**src/rtl/spi_inst_ctrl.sv**
```systemverilog
// Purpose : turns SPI-slave frame pulses and bytes into register reads and writes, status byte, and sticky error flags.
// Latency : write strobe 1 cycle after data frame_end; read data on tx 2 cycles after command frame_end.
// Backpressure: none; the master must leave at least 3 clk cycles between command and data frames for reads.
//
// Ports:
//   i_clk, i_rst_n (synchronous, active-high despite the name)
//   i_frame_begin / i_frame_end : chip-select assert/deassert pulses from the slave
//   i_rx_data  : received byte, valid with i_frame_end
//   o_tx_data  : byte the slave loads on i_frame_begin
//   o_reg_addr / i_reg_rdata / o_reg_wr_en / o_reg_wdata : register bank port
//   i_clr_err  : clears sticky flags; o_busy, o_cmd_err, o_to_err : status
`timescale 1ns/1ps
module spi_inst_ctrl #(
  parameter int          ADDR_W    = 4,
  parameter int          TIMEOUT   = 1000,
  parameter logic [4:0]  STATUS_ID = 5'b10100
) (
  input  logic              i_clk,
  input  logic              i_rst_n,
  input  logic              i_frame_begin,
  input  logic              i_frame_end,
  input  logic [7:0]        i_rx_data,
  output logic [7:0]        o_tx_data,
  output logic [ADDR_W-1:0] o_reg_addr,
  input  logic [7:0]        i_reg_rdata,
  output logic              o_reg_wr_en,
  output logic [7:0]        o_reg_wdata,
  input  logic              i_clr_err,
  output logic              o_busy,
  output logic              o_cmd_err,
  output logic              o_to_err
);

  localparam int               CNT_W    = $clog2(TIMEOUT);
  localparam logic [CNT_W-1:0] CNT_LAST = CNT_W'(TIMEOUT - 1);

  typedef enum logic [1:0] {
    S_IDLE,
    S_CMD,
    S_WAIT_DATA,
    S_DATA
  } state_t;

  state_t              r_state;
  logic [7:0]          r_tx_data;
  logic [ADDR_W-1:0]   r_addr;
  logic                r_is_read;
  logic                r_wr_en;
  logic [7:0]          r_wdata;
  logic                r_busy;
  logic                r_cmd_err;
  logic                r_to_err;
  logic [CNT_W-1:0]    r_cnt;

  state_t              w_state_mid;
  state_t              w_state_nxt;
  logic                w_set_cmd_err;
  logic                w_set_to_err;
  logic                w_latch_cmd;
  logic                w_wr_fire;
  logic                w_rsvd_bad;
  logic                w_cmd_err_nxt;
  logic                w_to_err_nxt;
  logic [7:0]          w_status_nxt;
  logic                w_read_hold;

  // Bits between the direction bit and the address must be zero.
  assign w_rsvd_bad = |(i_rx_data[6:0] >> ADDR_W);

  // frame_end is resolved first (w_state_mid), then frame_begin is applied
  // to that intermediate state, so a coincident pair behaves as end-then-begin.
  always_comb begin
    w_state_mid   = r_state;
    w_state_nxt   = r_state;
    w_set_cmd_err = 1'b0;
    w_set_to_err  = 1'b0;
    w_latch_cmd   = 1'b0;
    w_wr_fire     = 1'b0;

    if (i_frame_end) begin
      case (r_state)
        S_CMD: begin
          if (w_rsvd_bad) begin
            w_set_cmd_err = 1'b1;
            w_state_mid   = S_IDLE;
          end else begin
            w_latch_cmd = 1'b1;
            w_state_mid = S_WAIT_DATA;
          end
        end
        S_WAIT_DATA: begin
          w_set_cmd_err = 1'b1;
          w_state_mid   = S_IDLE;
        end
        S_DATA: begin
          w_wr_fire   = ~r_is_read;
          w_state_mid = S_IDLE;
        end
        default: ;
      endcase
    end

    w_state_nxt = w_state_mid;
    if (i_frame_begin) begin
      case (w_state_mid)
        S_IDLE:      w_state_nxt = S_CMD;
        S_CMD:       w_set_cmd_err = 1'b1;   // restart: the new frame is a command
        S_WAIT_DATA: w_state_nxt = S_DATA;
        S_DATA: begin
          w_set_cmd_err = 1'b1;
          w_state_nxt   = S_CMD;
        end
        default: ;
      endcase
    end else if (r_state == S_WAIT_DATA && w_state_mid == S_WAIT_DATA &&
                 r_cnt == CNT_LAST) begin
      w_set_to_err = 1'b1;
      w_state_nxt  = S_IDLE;
    end
  end

  // Set beats clear when both happen in the same cycle.
  assign w_cmd_err_nxt = w_set_cmd_err | (r_cmd_err & ~i_clr_err);
  assign w_to_err_nxt  = w_set_to_err  | (r_to_err  & ~i_clr_err);
  assign w_status_nxt  = {STATUS_ID, w_cmd_err_nxt, w_to_err_nxt, 1'b0};

  // Read data, once captured, stays on tx until the data frame is over.
  assign w_read_hold = r_is_read &&
                       (r_state == S_WAIT_DATA || r_state == S_DATA) &&
                       (w_state_nxt == S_WAIT_DATA || w_state_nxt == S_DATA);

  always_ff @(posedge i_clk) begin
    if (i_rst_n) begin
      r_state   <= S_IDLE;
      r_tx_data <= {STATUS_ID, 3'b000};
      r_addr    <= '0;
      r_is_read <= 1'b0;
      r_wr_en   <= 1'b0;
      r_wdata   <= 8'h00;
      r_busy    <= 1'b0;
      r_cmd_err <= 1'b0;
      r_to_err  <= 1'b0;
      r_cnt     <= '0;
    end else begin
      r_state   <= w_state_nxt;
      r_busy    <= (w_state_nxt != S_IDLE);
      r_cmd_err <= w_cmd_err_nxt;
      r_to_err  <= w_to_err_nxt;
      r_wr_en   <= w_wr_fire;

      if (w_latch_cmd) begin
        r_addr    <= i_rx_data[ADDR_W-1:0];
        r_is_read <= i_rx_data[7];
      end

      if (w_wr_fire) begin
        r_wdata <= i_rx_data;
      end

      // Counter runs only while staying in WAIT_DATA; any entry starts it at 0.
      if (r_state == S_WAIT_DATA && w_state_nxt == S_WAIT_DATA) begin
        if (r_cnt != CNT_LAST) begin
          r_cnt <= r_cnt + CNT_W'(1);
        end
      end else begin
        r_cnt <= '0;
      end

      // First WAIT_DATA cycle of a read: reg_addr has settled, capture rdata.
      if (r_state == S_WAIT_DATA && r_is_read && r_cnt == '0 &&
          (w_state_nxt == S_WAIT_DATA || w_state_nxt == S_DATA)) begin
        r_tx_data <= i_reg_rdata;
      end else if (!w_read_hold) begin
        r_tx_data <= w_status_nxt;
      end
    end
  end

  assign o_tx_data   = r_tx_data;
  assign o_reg_addr  = r_addr;
  assign o_reg_wr_en = r_wr_en;
  assign o_reg_wdata = r_wdata;
  assign o_busy      = r_busy;
  assign o_cmd_err   = r_cmd_err;
  assign o_to_err    = r_to_err;

endmodule
```
**config.mk**
```make
export PLATFORM = sky130hd
export DESIGN_NAME = spi_inst_ctrl
export DESIGN_NICKNAME = d
export VERILOG_FILES = /design/src/rtl/spi_inst_ctrl.sv
export SDC_FILE = /design/constraint.sdc
export NUM_CORES = 1
export LEC_CHECK = 0
export ABC_AREA = 0
export CAP_MARGIN = 30
export CELL_PAD_IN_SITES_DETAIL_PLACEMENT = 1
export CELL_PAD_IN_SITES_GLOBAL_PLACEMENT = 1
export CORE_ASPECT_RATIO = 1.25
export CORE_MARGIN = 1.5
export CORE_UTILIZATION = 30
export DETAILED_ROUTE_END_ITERATION = 6
export PLACE_DENSITY = 0.7
export SLEW_MARGIN = 20
export SYNTH_ARGS = -nofsm -noshare
export SYNTH_HDL_FRONTEND = slang
export SYNTH_SLANG_ARGS = --single-unit
```
**constraint.sdc**
```tcl
create_clock -name i_clk -period 2.4 [get_ports i_clk]
set_clock_uncertainty 0.15 [all_clocks]
set_input_delay 0.6 -clock i_clk [delete_from_list [all_inputs] [get_ports i_clk]]
set_output_delay 0.6 -clock i_clk [all_outputs]
set_load 0.05 [all_outputs]
```
Yosys cells after proc, flatten, opt, wreduce, memory -nomap -nowiden. Cells that the tools add are included.

Flip-flop bits (word level): 37. Bits of input ports: 21. Word-level logic and storage cells: 67. Output and inout bits: 24.

Equal/unequal tests: 11. Mux-type cells: 20. Reduce and logical (&&, ||, !) cells: 18. Bitwise gates (word level): 7. Add/subtract/negate cells: 1.

Operators with widths (number): 8-bit two-way mux (2); 2-bit == test, second input constant (6); 1-bit two-way mux (11); 10-bit by 1-bit adder with 10-bit output, second input constant (1); 10-bit == test, second input constant (1); 10-bit logical NOT (1); 10-bit != test, second input constant (1); 1-bit logical AND (8); 2-bit two-way mux (4); 2-bit one-hot mux with 2 select lines (2); 2-bit OR reduction (4); 2-bit by 1-bit == test with 1-bit output, second input constant (2); 1-bit NOT (3); 3-bit OR reduction (1); 1-bit AND (2); 2-bit logical NOT (1); 1-bit logical OR (2); 2-bit by 1-bit != test with 1-bit output, second input constant (1); 1-bit OR (2); 1-bit one-hot mux with 2 select lines (1); 2-bit nonzero test (1).

Depth between registers and ports, before layout. Gate-level depths: netlist of run 1.

Word-level depth: 14. Mapped depth: 8. Gate-level depth less buffers: 7.

Worst setup path after synthesis of run 1. OpenSTA, ideal clock, no wires.

Kind: register to register. From: register r_state[0]. To: register r_cnt[2]. Arrival time: 1.985 ns. Buffers on the path: 1. Library setup time: 0.073 ns. Cell stages (with the launch flop): 8. Data required time: 2.177 ns. Setup slack: 0.192 ns. Clock period less this slack: 2.208 ns. Path through: dfxtp_1 > inv_1 > ha_1 > nand2b_1 > a211oi_2 > or3b_1 > buf_2 > nor3_2.

Longest elaborated chain between the ends: 13. Elaborated cells on any way between the ends: 19. Classes of those cells: eq/ne (6); mux (5); bitwise (1); reduce/logical (7).

RTL lines: start, declared (line 44) `state_t r_state;`; start signal, assigned (line 145) `r_state <= w_state_nxt;`; parallel branches: the longest is 10 deep, another holds 2-bit == test; 1-bit logical AND * (line 161) `if (r_state == S_WAIT_DATA && w_state_nxt == S_WAIT_DATA) begin`; 1-bit NOT (no source line) *; 2-bit OR reduction (no source line) *; end signal, assigned (line 163) `r_cnt <= r_cnt + CNT_W'(1);`; end, declared (line 53) `logic [CNT_W-1:0] r_cnt;`.

Every way passes the cells marked *. A chain may end at the register's enable or synchronous reset.

Worst setup path in the final report of run 1.
From: input port i_rx_data[4]. To: register r_tx_data[1], in the netlist o_tx_data[1].

Longest elaborated chain between the ends: 13. Elaborated cells on any way between the ends: 24. Classes of those cells: eq/ne (5); mux (10); bitwise (1); reduce/logical (8).

RTL lines: start, declared (line 22) `input logic [7:0] i_rx_data,`; 3-bit OR reduction * (line 68) `assign w_rsvd_bad = |(i_rx_data[6:0] >> ADDR_W);`; 2-bit two-way mux * (line 83) `if (w_rsvd_bad) begin`; 2-bit one-hot mux with 2 select lines * (line 81) `case (r_state)`; 2-bit two-way mux * (line 80) `if (i_frame_end) begin`; parallel branches: the longest is 9 deep, another holds 2-bit == test; end signal, assigned (line 135) `r_tx_data <= {STATUS_ID, 3'b000};`; end signal, assigned (line 172) `r_tx_data <= i_reg_rdata;`; end signal, assigned (line 174) `r_tx_data <= w_status_nxt;`; end, declared (line 45) `logic [7:0] r_tx_data;`.

Every way passes the cells marked *. The select of a mux whose other input is x is not followed.

==> out/qor.csv, run 1 <==
stage,metric,value,unit
power,P_sw,265,uW
finish,area grow syn2layout,44.9,%
clock_tree,setup bufs post-CTS,0,
synthesis,post-synth cell types,34,
finish,n_diodes,0,
finish,multi-input logic area,881,sq um
critical_path,"Arr. time, crit path",2.30,ns
power,switch share,20.8,%
finish,most frequent cells in the layout,"clkdlybuf4s50_1, dfxtp_1, nor2_1",
placement,Post-DP Area,2290,sq um
power,leakage power,0.943,nW
placement,"worst slack, placed",-0.265,ns
route,drt pass-1 iters,4,
power,Logic pwr share,8.0,%
clock_tree,clock latency on the worst-skew pair,0.28,ns
sta,Final Hold Viols,0,
clock_tree,Bufs on Longest Clock Path,2,
global_routing,total congestion overflow,0,
clock_tree,CTS tree,built,
synthesis,Yosys warnings,0,
sta,worst-margin pin slew,0.515,ns
synthesis,Post-Syn Instances,176,
run,max cap viols,0,
global_routing,wire length of the first global-routing pass,6990,microns
hold_path,WHS Path Cells,2,
synthesis,"Seq/Total Area, Yosys",44.4,%
power,Clk network pwr share,43.3,%
sta,Period minus WS final,2.27,ns
finish,final layout net count,265,
route,vias per std cell,4.80,
route,vias after detailed routing,1455,
finish,fraction of layout cells with a size suffix above 1,15.1,%
clock_tree,H-tree lvl count,2,
sta,final worst slack,0.135,ns
clock_tree,clk sink count,37,
placement,GP Congestion,0.718,
power,P_int,1.01,mW
global_routing,antenna violations before repair,0,
critical_path,CP startpoint kind,input pin,
critical_path,worst r2r path cells,9,
floorplan,Die Wd,69.7,microns
synthesis,Mapped Area,1670,sq um
synthesis,Avg Inst Size Synth,9.48,sq um
critical_path,Critical Path Source,i_rx_data[4],
clock_tree,CTS Buf Count,5,
synthesis,number of synthesized flops with an enable pin,0,
sta,setup TNS,0,ns
sta,final setup vio count,0,
global_routing,largest net degree at the start of global routing,29,
hold_path,worst hold path type,reg -> reg,
floorplan,Die H,86.4,microns
critical_path,launch point of the worst reg-to-reg path,r_state[1],
floorplan,Ports,45,
clock_tree,root buf cell,clkbuf_8,
synthesis,register bit total from synthesis,37,
floorplan,Starting Density,30.9,%
critical_path,Worst Path Required,2.43,ns
finish,Reg area,741,sq um
power,Reg power frac,48.7,%
power,maximum vdd ir drop,346,uV
placement,hpwl dp,3130,microns
placement,PortBufs,44,
synthesis,dominant synthesized flop cell,dfxtp_1,
sta,crit share post-route,94.4,%
synthesis,Syn Nets,203,
clock_tree,clock transition at the registers of the reported paths,0.07,ns
finish,Final Util,44.7,%
floorplan,Core Box Area,5410,sq um
sta,RSZ-0062 raised after global routing,false,
finish,final instance area,2420,sq um
sta,Worst slew margin,65.6,%
floorplan,row count,30,
route,Post-DRT Antenna Nets,0,
route,wire per inst,13.3,microns
sta,Fmax achieved,441,MHz
route,DRC viols,0,
global_routing,GRT Resource Usage Total,14.5,%
global_routing,vias in the first global route,1594,
synthesis,post-synthesis async set-or-reset flop share,0,%
run_status,status,"complete, no violations",
critical_path,Crit Path Category,in -> reg,
finish,"commonest non-fill, non-tap cell in the layout",clkdlybuf4s50_1,
route,Detailed Route WL,4020,microns
hold_path,hold wc startpoint,o_tx_data[6],
route,DR iter-0 viols,42,
critical_path,worst-path fanout max,8,
sta,fin. max-slew vios,0,
power,pwr dens,528,nW/um^2
critical_path,Critical Path Sink Type,register,
finish,fill count,655,
floorplan,die area,6020,sq um
==> path summary, 6_finish.rpt <==
kind / end / slack, ns
hold reg to reg: o_tx_data[6] / 0.33
setup / recovery: o_tx_data[1] / 0.13
hold / removal: o_tx_data[6] / 0.33
setup reg to reg: o_tx_data[1] / 0.21
==> through the flow <==
stage          std cells  hold slack [ns]  total power [mW]
6_report             303            0.330              1.28
3_3_place_gp         295            0.310             0.739
5_1_grt              303            0.348              1.33
2_1_floorplan        176            0.310             0.677
4_1_cts              303            0.336              1.30
3_5_place_dp         295            0.325             0.739
==> flip-flops by register name, indices dropped and copies added (netlist names) <==
| signal | count |
|---|---|
| o_reg_wr_en | 1 |
| o_cmd_err | 1 |
| o_busy | 1 |
| o_to_err | 1 |
| r_state | 2 |
| o_reg_addr | 4 |
| o_reg_wdata | 8 |
| o_tx_data | 8 |
| r_is_read | 1 |
| r_cnt | 10 |
==> synthesized netlist by cell type, types with 2 or more instances <==
master | instances | area, sq um
inv_1 | 8 | 30.0
a32oi_1 | 3 | 26.3
a21o_1 | 4 | 30.0
nand2_1 | 9 | 33.8
dfxtp_1 | 37 | 741
a211oi_2 | 2 | 25.0
a21oi_1 | 9 | 45.0
mux2i_1 | 15 | 150
xor2_1 | 2 | 17.5
ha_1 | 6 | 75.1
and4b_1 | 2 | 20.0
nand2b_1 | 5 | 31.3
nor3_1 | 2 | 10.0
and3_1 | 3 | 18.8
nand3_1 | 9 | 45.0
clkbuf_1 | 5 | 18.8
nand3b_1 | 2 | 15.0
xnor2_1 | 5 | 43.8
nor2_1 | 32 | 120
o21a_1 | 2 | 15.0
==> routing by layer <==
layer | track usage [%] | vias to the layer above | share of wire [%]
met5 | 0 | - | 0
met4 | 4.90 | 0 | 1.2
met3 | 4.77 | 5 | 5.0
met2 | 27.4 | 33 | 52
met1 | 14.9 | 690 | 42
li1 | - | 727 | -
==> what timing repair did <==
item / CTS / global route
endpoints found under the setup margin: 0 / 15
hold buffers: 0 / 0
endpoints found under the hold margin: 0 / 0
gates resized for setup: 0 / 2
==> power by group through the flow <==
stage	Sequential, mW	Combinational [mW]	Clock (mW)
after detailed placement	0.636	0.103	0
final	0.622	0.102	0.553
after CTS	0.622	0.103	0.576
after global placement	0.636	0.103	0
after global routing	0.622	0.111	0.601
after floorplan	0.651	0.0263	0
==> area by class of cell <==
class                      instances  area share [%]
multi-input combinational        125            36.5
sequential                        37            30.7
timing repair buffer              61            23.5
clock buffer                       7            3.57
tap                               64            3.31
clock inverter                     1            1.24
inverter                           8            1.24
==> worst max-delay path: stages <==
cell and delay [ns]:
clkdlybuf4s50_1 0.45, nor3_2 0.22, a32oi_1 0.11, buf_4 0.18, a2111oi_4 0.25, buf_4 0.20
nand2b_1 0.07, a31o_1 0.21
==> cell families after synthesis <==
group           synth area share (%)
compound gates                  11.2
xor+xnor                        3.68
fa+ha+maj                       4.50
buf+inv                         3.23
flops                           44.4
mux                             9.00
simple gates                    24.0
(Power assumes the default switching activity.)
==> inputs of run 2 (changes only) <==
- PLACE_DENSITY: 0.7 -> 0.73
- SETUP_SLACK_MARGIN: default -> 0.1
- clock period: 2.4 -> 2 ns (I/O delays scaled with it)
==> run 2 against run 1 <==
Effect of this change: the flow now finishes with violations (negative setup slack); final cell count rose by 4.6%; non-clock buffer count rose by 15; wire length grew 18%; register-to-register slack got worse by 0.27 ns; setup slack worse by 0.20 ns; sequential share of layout area shrank 1.7 points; clock power fell by 2%; die area stayed put; hold slack better by 0.0031 ns; global-route usage is 1.8 points higher; flip-flop and latch count unchanged; total power increased by 12%; largest cell class unchanged; largest power group unchanged.
==> out/qor.csv, run 2 (synthesis gave the netlist of run 1 again) <==
stage,metric,value,unit,change
sta,final setup vio count,3,,was 0
clock_tree,"Hold-fix buffers, CTS",0,,unchanged
sta,Fmax achieved,485,MHz,
floorplan,Die Wd,69.7,microns,unchanged
power,Reg power frac,52.2,%,was 48.7%
route,DRC viols,0,,unchanged
finish,Finished Layout Cells,317,,was 303
route,DR iter-0 viols,17,,was 42
global_routing,largest net degree at the start of global routing,20,,was 29
critical_path,Critical Path Sink Type,register,,unchanged
power,P_int,1.09,mW,was 1.01 mW
finish,area grow syn2layout,54.8,%,was 44.9%
route,Detailed Route WL,4730,microns,was 4020 microns
sta,final worst slack,-0.0623,ns,was 0.135 ns
hold_path,worst hold path type,reg -> reg,,unchanged
placement,GP Congestion,0.794,,was 0.718
placement,cell count after placement,306,,was 295
clock_tree,CTS tree,built,,unchanged
global_routing,wire length of the first global-routing pass,7730,microns,was 6990 microns
route,wire per inst,14.9,microns,was 13.3 microns
sta,Final Hold Viols,0,,unchanged
sta,Period minus WS final,2.06,ns,
global_routing,total congestion overflow,0,,unchanged
finish,n_diodes,0,,unchanged
floorplan,Starting Density,30.9,%,unchanged
global_routing,GRT Resource Usage Total,16.3,%,was 14.5%
sta,worst-margin pin slew,0.358,ns,was 0.515 ns
finish,final layout net count,280,,was 265
floorplan,Ports,45,,unchanged
power,maximum vdd ir drop,529,uV,was 346 uV
sta,fin. max-slew vios,0,,unchanged
power,P_sw,341,uW,was 265 uW
clock_tree,clock latency on the worst-skew pair,0.29,ns,was 0.28 ns
power,Clk network pwr share,37.8,%,was 43.3%
clock_tree,Bufs on Longest Clock Path,2,,unchanged
global_routing,antenna violations before repair,0,,unchanged
sta,crit share post-route,103,%,
finish,fill count,652,,was 655
power,switch share,23.9,%,was 20.8%
placement,Post-DP Area,2380,sq um,was 2290 sq um
global_routing,vias in the first global route,1607,,was 1594
finish,"commonest non-fill, non-tap cell in the layout",buf_4,,was clkdlybuf4s50_1
critical_path,worst-path fanout max,4,,was 8
route,Post-DRT Antenna Nets,0,,unchanged
route,drt pass-1 iters,3,,was 4
placement,hpwl dp,3480,microns,was 3130 microns
critical_path,"Arr. time, crit path",2.15,ns,was 2.30 ns
run_status,status,"complete, but fails checks",,"was complete, no violations"
run,max cap viols,0,,unchanged
placement,PortBufs,44,,unchanged
finish,Final Util,47.8,%,was 44.7%
finish,most frequent cells in the layout,"buf_4, dfxtp_1, nor2_1",,"was clkdlybuf4s50_1, dfxtp_1, nor2_1"
floorplan,die area,6020,sq um,unchanged
finish,final instance area,2580,sq um,was 2420 sq um
route,vias after detailed routing,1513,,was 1455
floorplan,row count,30,,unchanged
run_status,violated checks,negative setup slack,,
finish,Top reg by flops,r_cnt,,unchanged
clock_tree,H-tree lvl count,2,,unchanged
finish,max reg flops,10,,unchanged
clock_tree,clock transition at the registers of the reported paths,0.08,ns,was 0.07 ns
sta,Worst slew margin,76.1,%,was 65.6%
floorplan,Die H,86.4,microns,unchanged
power,pwr dens,554,nW/um^2,was 528 nW/um^2
critical_path,CP startpoint kind,register,,was input pin
finish,fraction of layout cells with a size suffix above 1,37.2,%,was 15.1%
clock_tree,clk sink count,37,,unchanged
route,vias per std cell,4.77,,was 4.80
power,leakage power,1.09,nW,was 0.943 nW
floorplan,Core Box Area,5410,sq um,unchanged
sta,RSZ-0062 raised after global routing,true,,was false
clock_tree,root buf cell,clkbuf_8,,unchanged
power,Logic pwr share,10.0,%,was 8.0%
clock_tree,CTS Buf Count,5,,unchanged
critical_path,Worst Path Required,2.09,ns,was 2.43 ns
critical_path,Crit Path Category,reg -> reg,,was in -> reg
==> run 2: cell types whose count changed in the layout (fill, tap and decap cells not counted), moves of 3 or more <==
cell | before | now
dlygate4sd2_1 | 0 | 5
ha_1 | 6 | 3
a21oi_2 | 0 | 3
buf_4 | 17 | 53
a21oi_1 | 9 | 6
clkdlybuf4s50_1 | 44 | 15
==> run 2: layout make-up <==
| class | count | area [sq um] | area share [%] |
|---|---|---|---|
| inverter | 8 | 35.0 | 1.36 |
| sequential | 37 | 748 | 29.0 |
| multi-input combinational | 125 | 988 | 38.3 |
| timing repair buffer | 76 | 643 | 24.9 |
| tap | 64 | 80.1 | 3.10 |
| clock buffer | 7 | 86.3 | 3.34 |
==> run 2: critical path, stage by stage (launching register included) <==
cell and delay, ns:
dfxtp_4 0.37, inv_4 0.07, ha_4 0.12, nand2b_4 0.12
a211oi_4 0.07, buf_4 0.15, a2111oi_4 0.42, buf_4 0.20
mux2i_2 0.21, a21o_1 0.13
==> run 2: power groups by stage <==
stage / clock [mW] / combinational (mW) / sequential, mW
2_1_floorplan: 0 / 0.0361 / 0.782
5_1_grt: 0.577 / 0.154 / 0.747
3_5_place_dp: 0 / 0.139 / 0.764
4_1_cts: 0.563 / 0.141 / 0.746
6_report: 0.540 / 0.143 / 0.746
3_3_place_gp: 0 / 0.136 / 0.764
==> run 2: timing repair <==
action                     CTS  global route
setup buffers                3             1
setup endpoints to repair   24            18
pin swaps                    8             4
gates resized for setup     19             7
==> run 2: worst paths after layout <==
kind / from / endpoint / slack (ns) / cells past startpoint
hold / removal: o_tx_data[3] / o_tx_data[3] / 0.33 / 2
setup / recovery: r_state[0] / o_tx_data[2] / -0.06 / 9
hold reg to reg: o_tx_data[3] / o_tx_data[3] / 0.33 / 2
setup reg to reg: r_state[0] / o_tx_data[2] / -0.06 / 9
==> run 2: routing by layer <==
layer / up-vias / wire length, microns / GRT usage, %
li1: 752 / - / -
met1: 726 / 1890 / 17.0
met2: 29 / 2600 / 32.0
met3: 6 / 179 / 4.07
met4: 0 / 56 / 4.72
met5: - / 0 / 0
==> run 2: stage by stage <==
step / total power [mW] / setup TNS [ns] / hold WS (ns) / worst slack (ns)
global placement: 0.900 / -8.50 / 0.304 / -0.437
global route: 1.48 / -1.52 / 0.361 / -0.197
floorplan: 0.818 / 0 / 0.310 / 0.0683
finish: 1.43 / -0.100 / 0.334 / -0.0623
CTS: 1.45 / -0.0643 / 0.332 / -0.0428
detailed placement: 0.903 / -9.55 / 0.322 / -0.469
